`src/rtl/core_seq_pkg.sv`:
```
// Shared types and constants for the core tile sequencer: state encoding,
// inst bit positions, idle word and the psum request bundle.
package core_seq_pkg;

  typedef enum logic [2:0] {
    S_IDLE,
    S_W_FETCH,
    S_W_LOAD,
    S_A_FETCH,
    S_A_EXEC,
    S_DRAIN,
    S_DONE
  } state_t;

  typedef enum logic {
    PH_RD,
    PH_WR
  } acc_ph_t;

  localparam int INST_W  = 39;
  localparam int XA_W    = 11;
  localparam int PA_W    = 14;
  localparam int MAX_LEN = 64;
  // xmem read latency; l0_wr trails each fetch address by this many cycles
  localparam int XRD_LAT = 1;

  localparam int B_ACC      = 36;
  localparam int B_CEN_P    = 35;
  localparam int B_WEN_P    = 34;
  localparam int B_AP_HI    = 33;
  localparam int B_AP_LO    = 20;
  localparam int B_CEN_X    = 19;
  localparam int B_WEN_X    = 18;
  localparam int B_AX_HI    = 17;
  localparam int B_AX_LO    = 7;
  localparam int B_OFIFO_RD = 6;
  localparam int B_IFIFO_WR = 5;
  localparam int B_IFIFO_RD = 4;
  localparam int B_L0_RD    = 3;
  localparam int B_L0_WR    = 2;
  localparam int B_EXEC     = 1;
  localparam int B_LOAD     = 0;

  localparam logic [INST_W-1:0] IDLE_INST = 39'h0C000C0000;

  typedef struct packed {
    logic            acc;
    logic            cen;
    logic            wen;
    logic [PA_W-1:0] addr;
    logic            ofifo_rd;
  } pmem_req_t;

  localparam pmem_req_t PMEM_IDLE = '{acc: 1'b0, cen: 1'b1, wen: 1'b1,
                                      addr: '0, ofifo_rd: 1'b0};

endpackage

```
`src/rtl/core_seq_drain.sv`:
```
// OFIFO drain engine: counts drained words and builds the ofifo_rd / pmem fields.
// CORE_SEQ_ACC_EN selects a two-cycle read-then-accumulate-write per word.
module core_seq_drain
  import core_seq_pkg::*;
#(
  parameter int CNT_W = 8
) (
  input  logic             clk,
  input  logic             reset,
  input  logic             clear,
  input  logic             active,
  input  logic [CNT_W-1:0] len,
  input  logic [PA_W-1:0]  p_base,
  input  logic             ofifo_valid,
  output pmem_req_t        req,
  output logic             drained
);

  logic [CNT_W-1:0] j;
  logic [PA_W-1:0]  wr_addr;
  logic             take;
  logic             j_inc;
  pmem_req_t        req_d;

  assign wr_addr = p_base + PA_W'(j);
  assign drained = (j == len);
  assign take    = active && !drained && ofifo_valid;

`ifdef CORE_SEQ_ACC_EN
  acc_ph_t ph, ph_n;

  always_ff @(posedge clk) begin
    if (reset || clear) ph <= PH_RD;
    else                ph <= ph_n;
  end

  // a word in flight always finishes its write phase; ofifo_valid is not looked at then
  always_comb begin
    ph_n = ph;
    case (ph)
      PH_RD:   if (take) ph_n = PH_WR;
      PH_WR:   ph_n = PH_RD;
      default: ph_n = PH_RD;
    endcase
  end

  always_comb begin
    req_d = PMEM_IDLE;
    j_inc = 1'b0;
    if (ph == PH_WR) begin
      req_d.acc  = 1'b1;
      req_d.cen  = 1'b0;
      req_d.wen  = 1'b0;
      req_d.addr = wr_addr;
      j_inc      = 1'b1;
    end else if (take) begin
      req_d.ofifo_rd = 1'b1;
      req_d.cen      = 1'b0;
      req_d.addr     = wr_addr;
    end
  end
`else
  always_comb begin
    req_d = PMEM_IDLE;
    j_inc = 1'b0;
    if (take) begin
      req_d.ofifo_rd = 1'b1;
      req_d.cen      = 1'b0;
      req_d.wen      = 1'b0;
      req_d.addr     = wr_addr;
      j_inc          = 1'b1;
    end
  end
`endif

  always_ff @(posedge clk) begin
    if (reset || clear) begin
      j   <= '0;
      req <= PMEM_IDLE;
    end else begin
      req <= req_d;
      if (j_inc) j <= j + CNT_W'(1);
    end
  end

endmodule

```
`src/rtl/core_seq_ctrl.sv`:
```
// Tile sequencer for core: weight fetch/load, activation fetch/execute and psum drain.
// Define CORE_SEQ_ACC_EN to accumulate into psum instead of overwriting.
module core_seq_ctrl
  import core_seq_pkg::*;
#(
  parameter int row   = 8,
  parameter int col   = 8,
  parameter int LEN_W = 7
) (
  input  logic              clk,
  input  logic              reset,
  input  logic              start,
  input  logic [XA_W-1:0]   w_base,
  input  logic [XA_W-1:0]   a_base,
  input  logic [PA_W-1:0]   p_base,
  input  logic [LEN_W-1:0]  a_len,
  input  logic              ofifo_valid,
  output logic [INST_W-1:0] inst,
  output logic              busy,
  output logic              done
);

  localparam int CNT_W = LEN_W + 1;
  localparam logic [CNT_W-1:0] ROW_C = CNT_W'(row);
  localparam logic [CNT_W-1:0] MAX_C = CNT_W'(MAX_LEN);

  if (row < 1 || col < 1) begin : g_bad_geom
    $error("core_seq_ctrl: row and col must be positive");
  end

  typedef struct packed {
    logic [XA_W-1:0]  w_base;
    logic [XA_W-1:0]  a_base;
    logic [PA_W-1:0]  p_base;
    logic [CNT_W-1:0] len;
  } cfg_t;

  state_t           state, state_n;
  logic [CNT_W-1:0] cnt, cnt_n;
  cfg_t             cfg, cfg_n, cfg_in;

  logic             fetch_d, l0_rd_d, load_d, exec_d, busy_d, done_d;
  logic [XA_W-1:0]  xbase, xaddr_d, xaddr;
  logic [XRD_LAT:0] vld_pipe;
  logic             l0_rd_q, load_q, exec_q;

  pmem_req_t        preq;
  logic             drained;
  logic             drain_clr, drain_act;

  always_comb begin
    cfg_in.w_base = w_base;
    cfg_in.a_base = a_base;
    cfg_in.p_base = p_base;
    cfg_in.len    = (CNT_W'(a_len) > MAX_C) ? MAX_C : CNT_W'(a_len);
  end

  always_ff @(posedge clk) begin
    if (reset) begin
      state <= S_IDLE;
      cnt   <= '0;
      cfg   <= '0;
    end else begin
      state <= state_n;
      cnt   <= cnt_n;
      cfg   <= cfg_n;
    end
  end

  // fetch states run one extra cycle so the last read lands in L0
  always_comb begin
    state_n = state;
    cnt_n   = cnt;
    cfg_n   = cfg;
    case (state)
      S_IDLE: if (start) begin
        cfg_n   = cfg_in;
        cnt_n   = '0;
        state_n = (cfg_in.len == '0) ? S_DONE : S_W_FETCH;
      end
      S_W_FETCH: if (cnt == ROW_C) begin
        state_n = S_W_LOAD;
        cnt_n   = '0;
      end else cnt_n = cnt + CNT_W'(1);
      S_W_LOAD: if (cnt == ROW_C - CNT_W'(1)) begin
        state_n = S_A_FETCH;
        cnt_n   = '0;
      end else cnt_n = cnt + CNT_W'(1);
      S_A_FETCH: if (cnt == cfg.len) begin
        state_n = S_A_EXEC;
        cnt_n   = '0;
      end else cnt_n = cnt + CNT_W'(1);
      S_A_EXEC: if (cnt == cfg.len - CNT_W'(1)) begin
        state_n = S_DRAIN;
        cnt_n   = '0;
      end else cnt_n = cnt + CNT_W'(1);
      S_DRAIN: if (drained) state_n = S_DONE;
      S_DONE:  state_n = S_IDLE;
      default: state_n = S_IDLE;
    endcase
  end

  // outputs are decoded from the next state and registered on the same edge
  always_comb begin
    fetch_d = (state_n == S_W_FETCH && cnt_n < ROW_C) ||
              (state_n == S_A_FETCH && cnt_n < cfg_n.len);
    xbase   = (state_n == S_A_FETCH) ? cfg_n.a_base : cfg_n.w_base;
    xaddr_d = fetch_d ? xbase + XA_W'(cnt_n) : '0;
    l0_rd_d = (state_n == S_W_LOAD) || (state_n == S_A_EXEC);
    load_d  = (state_n == S_W_LOAD);
    exec_d  = (state_n == S_A_EXEC);
    busy_d  = (state_n != S_IDLE);
    done_d  = (state_n == S_DONE);
  end

  always_ff @(posedge clk) begin
    if (reset) begin
      vld_pipe <= '0;
      xaddr    <= '0;
      l0_rd_q  <= 1'b0;
      load_q   <= 1'b0;
      exec_q   <= 1'b0;
      busy     <= 1'b0;
      done     <= 1'b0;
    end else begin
      vld_pipe <= {vld_pipe[XRD_LAT-1:0], fetch_d};
      xaddr    <= xaddr_d;
      l0_rd_q  <= l0_rd_d;
      load_q   <= load_d;
      exec_q   <= exec_d;
      busy     <= busy_d;
      done     <= done_d;
    end
  end

  assign drain_clr = (state == S_IDLE);
  assign drain_act = (state == S_A_EXEC) || (state == S_DRAIN);

  core_seq_drain #(.CNT_W(CNT_W)) u_drain (
    .clk        (clk),
    .reset      (reset),
    .clear      (drain_clr),
    .active     (drain_act),
    .len        (cfg.len),
    .p_base     (cfg.p_base),
    .ofifo_valid(ofifo_valid),
    .req        (preq),
    .drained    (drained)
  );

  always_comb begin
    inst                   = '0;
    inst[B_ACC]            = preq.acc;
    inst[B_CEN_P]          = preq.cen;
    inst[B_WEN_P]          = preq.wen;
    inst[B_AP_HI:B_AP_LO]  = preq.addr;
    inst[B_CEN_X]          = ~vld_pipe[0];
    inst[B_WEN_X]          = 1'b1;
    inst[B_AX_HI:B_AX_LO]  = xaddr;
    inst[B_OFIFO_RD]       = preq.ofifo_rd;
    inst[B_IFIFO_WR]       = 1'b0;
    inst[B_IFIFO_RD]       = 1'b0;
    inst[B_L0_RD]          = l0_rd_q;
    inst[B_L0_WR]          = vld_pipe[XRD_LAT];
    inst[B_EXEC]           = exec_q;
    inst[B_LOAD]           = load_q;
  end

endmodule

```
`config.mk`:
```
export PLATFORM = sky130hd
export DESIGN_NAME = core_seq_ctrl
export DESIGN_NICKNAME = d
export VERILOG_FILES = /design/src/rtl/core_seq_pkg.sv /design/src/rtl/core_seq_drain.sv /design/src/rtl/core_seq_ctrl.sv
export SDC_FILE = /design/constraint.sdc
export NUM_CORES = 1
export LEC_CHECK = 0
export BUFFER_PORTS_ARGS = -buffer_cell sky130_fd_sc_hd__buf_2
export CAP_MARGIN = 20
export CORE_UTILIZATION = 51
export CTS_CLUSTER_SIZE = 25
export DETAILED_ROUTE_END_ITERATION = 12
export PLACE_DENSITY = 0.83
export SLEW_MARGIN = 25
export SYNTH_ARGS = -nofsm -noshare
export SYNTH_HDL_FRONTEND = slang
export SYNTH_SLANG_ARGS = --single-unit
```
`constraint.sdc`:
```
create_clock -name clk -period 3.8 [get_ports clk]
set_input_delay 0 -clock clk [delete_from_list [all_inputs] [get_ports clk]]
set_output_delay 0 -clock clk [all_outputs]
set_load 0.005 [all_outputs]
```
==> results.md <==
* Detailed-route DRC error count at 0
* Period utilization at 108%
* Crit path capture type: flip-flop
* Pwr Total at 2230 uW
* Hold_sp: a_len[6]
* Die height at 103 um
* DP HPWL at 10400 um
* Setup slack, reg-to-reg at -0.29 ns
* Mapped Cells at roughly 630
* Max_slew headroom at a little under three fifths
* Ports at 88
* Layout cell share with drive strength beyond 1 at about a third
* Crit Reg-Reg Endpoint: xaddr[10]
* Row count at 36
* Final setup viols at 12
* P_leak at 0.00323 uW
* Final WL at 17100 um
* Pwr/cell area at 304 nW/um^2
* Pins Over Slew Limit at 0
* Register bit total from synthesis at just under 100
* First-pass GRT wire length at about 24000 um
* Vias in the first global route at 5026
* Area grow syn2layout at 39.6%
* Crit path max fanout at 4
* Crit-path leading delay family: compound AO/OA/AOI/OAI gates
* CP required at 4.10 ns
* CP most frequent cell: o21ai_2
* Multiplexer share of the synthesized area at under 10%
* Post-DR vias/cell at 5.64
* Port Buf Inserts at 81
* Crit Path Category: flip-flop to flip-flop
* Synth cell types at 61
* Worst skew pair latency at 0.39 ns
* Post-synthesis instance area at 5240 um^2
* Critical path launch point type: flip-flop
* First DRT Iteration DRCs at 363
* Max-cap violations at 0
* Net Switching at 637 uW
* Initial Utilization at 53.1%
* Worst hold-check path type: primary input to flip-flop
* Cells after DPL at 874
* Gr usage total at between 20 and 30%
* Maximum vdd drop at ~0.26 mV
* Setup slack after layout at -0.286 ns
* Final hold vios at 0
* Slew @ Worst Pin at between 0.6 and 0.7 ns
* Crit-path cells: inv_1, ha_1, nand2_1, nor4_4, or3b_4, o21ai_4, buf_6, a211oi_2, buf_4, buf_6, o22ai_2, ha_2, inv_1, fa_2, nor2b_4, o21ai_2, a21boi_2, o21ai_2, a21boi_2, o21ai_2, a211oi_2, xnor2_1, nor3_1
* Reg clk slew, reported paths at about 0.10 ns
* DR vias at 5365
* Sw Share at between 20% and 30%
* Post-layout min period at 4.09 ns
* WP buf/inv at 5
* EDFF count, synth at 0
* CP max-delay cell: or3b_4
* Sequential share of power at 48.3%
* Largest family of logic cells by synthesized area: simple AND/OR/NAND/NOR gates
* Antenna Nets Post-Route at 0
* Die Width at 103 um
* RSZ-0062 raised after global routing: true
* Synth Area in Simple Gates at between 20% and 30%
* Initial antenna violation count at 0
* Synth warn at 0
* TritonCTS Sinks at 97
* XOR/XNOR Fraction of Synth Area at 6.35%
* CTS tree: built
* Nets at 889
* Clock Tree Buf Depth at 2
* Core area at 9860 um^2
* Worst stage delay on the critical path at 0.42 ns
* Num CTS Buffers at 9
* Root buffer cell: clkbuf_8
* 1st-pass router iterations at 6
* Hold Path Stages at 4
* WP data arrival at 4.38 ns
* Hold path endpoint: cfg[6]
* Register area share after synthesis at around 37%
* Largest net degree at the start of global routing at 59
* Fin Clk Skew at 0.0174 ns
* Asr flop ratio synth at 0%
* Wire per inst at 18.0 um
* GPL Wtd Cong at 0.849
* Syn Area/Cell at 8.38 um^2
* Worst slack at placement at -0.325 ns
* Ys flop type: dfxtp_1
* Synth Area in Compound Gates at 15.1%
* TNS Setup at -1.98 ns
* Hold slack at ~0.12 ns
* H-Tree Depth at 3
* # fillers at around 620
* GR Overflow Total at 0
* Comb power frac at between 10% and 20%
* Power Internal at 1590 uW
* Clock power frac at about a third
* # diodes at 0
* Die Area at 10700 um^2
* Status: finished, violations left
* Post-Layout Cell Count at ~950
* Synth Area in Adders at 7.21%
* Failing checks: setup timing
* Critical R2R Launch: cnt[0]
* FMAX at approximately 240 MHz
* R2R depth at 23
==> worst max path at each step <==
stage / to / cells past startpoint / startpoint / slack (ns)
floorplan: xaddr[10] / 20 / cnt[5] / 0.004
global placement: xaddr[10] / 21 / cfg[3] / -0.02
detailed placement: xaddr[10] / 21 / cfg[3] / -0.32
CTS: xaddr[10] / 21 / cfg[5] / -0.10
global route: xaddr[10] / 21 / cfg[2] / -0.38
finish: xaddr[10] / 23 / cnt[0] / -0.29
==> flip-flops by register name (all words and copies together), names as in the netlist <==
signal       flops
cfg             44
state            3
exec_q           1
xaddr           11
cnt              8
u_drain.j        8
l0_rd_q          1
vld_pipe         2
u_drain.req     16
load_q           1
busy             1
done             1
==> metal layers <==
layer | GRT usage, % | share of wire (%) | up-vias
met5 | 0 | 0 | -
met4 | 13.8 | 5.2 | 0
met3 | 5.58 | 6.2 | 71
met2 | 52.4 | 50 | 282
met1 | 35.5 | 38 | 2512
li1 | - | - | 2500
==> what timing repair did <==
action,in CTS,in global routing
gates cloned,0,1
setup buffers,9,15
pin swaps,17,23
resized for setup,33,50
hold buffers,36,0
endpoints found under the hold margin,36,0
endpoints found under the setup margin,12,12
==> power groups by stage <==
stage / clock [uW] / combinational (uW) / sequential, uW
2_1_floorplan: 0 / 214 / 1100
5_1_grt: 746 / 472 / 1080
3_5_place_dp: 0 / 342 / 1100
3_3_place_gp: 0 / 332 / 1100
4_1_cts: 700 / 386 / 1080
6_report: 708 / 442 / 1080
==> layout by cell type, fill, tap and decap left out, types with 7 or more instances in the layout <==
master / n
nor2_1: 45
nor4_1: 7
clkbuf_8: 10
nor2b_1: 14
inv_1: 28
buf_6: 7
buf_2: 81
nor3_1: 12
mux4_2: 8
buf_4: 90
nand2_1: 102
and3_1: 8
a21oi_1: 56
dlygate4sd3_1: 36
xnor2_1: 19
xor2_1: 15
o21ai_0: 19
nand4_1: 9
ha_1: 22
nor3b_1: 9
dfxtp_1: 86
==> worst min-delay path: stages <==
cell and delay [ns]:
buf_2 0.10, buf_4 0.14, mux2i_1 0.13, nor2_1 0.10
==> Yosys cell counts, drive strengths merged (2+ instances only) <==
master	count	area share, %
nand2	102	7.3
dfxtp	97	37
a21oi	64	6.1
nor2	46	3.3
inv	29	2.1
o21ai	29	2.8
ha	27	6.4
buf	23	2.9
xnor2	23	3.8
clkbuf	20	1.4
nor2b	17	2.0
xor2	15	2.5
nor4	14	2.4
nor3	13	1.3
nor3b	10	1.5
nand4	9	1.1
and3	8	0.96
mux4	8	3.4
a21o	6	0.86
nand2b	6	0.72
and2	5	0.60
mux2i	5	0.96
a211oi	4	0.67
a21boi	4	0.57
nand3	4	0.38
or2	4	0.48
or3	4	0.57
o211ai	3	0.53
o22ai	3	0.36
a2111oi	2	0.57
a31o	2	0.33
conb	2	0.14
fa	2	0.76
==> cell type report <==
cell class                      count  area (um^2)  share of cell area (%)
Sequential cell                    97         1970                    27.0
Tap cell                          133          166                    2.28
Inverter                           29          109                    1.49
Clock inverter                      5         60.1                   0.821
Multi-Input combinational cell    460         3300                    45.1
Timing Repair Buffer              216         1570                    21.4
Clock buffer                       11          141                    1.93
==> stage by stage <==
stage                     util (%)  area, um^2
final                         74.1        7310
after global routing          74.1        7310
after CTS                     70.1        6920
after detailed placement      62.6        6180
after global placement        62.6        6180
after floorplan                  -        5270
==> logic make-up after synthesis <==
family | Yosys count
compound gates | 128
other cells | 2
flops | 97
mux | 13
buf+inv | 72
xor+xnor | 38
fa+ha+maj | 29
simple gates | 246
No activity file was read; power rests on OpenSTA's default activity.
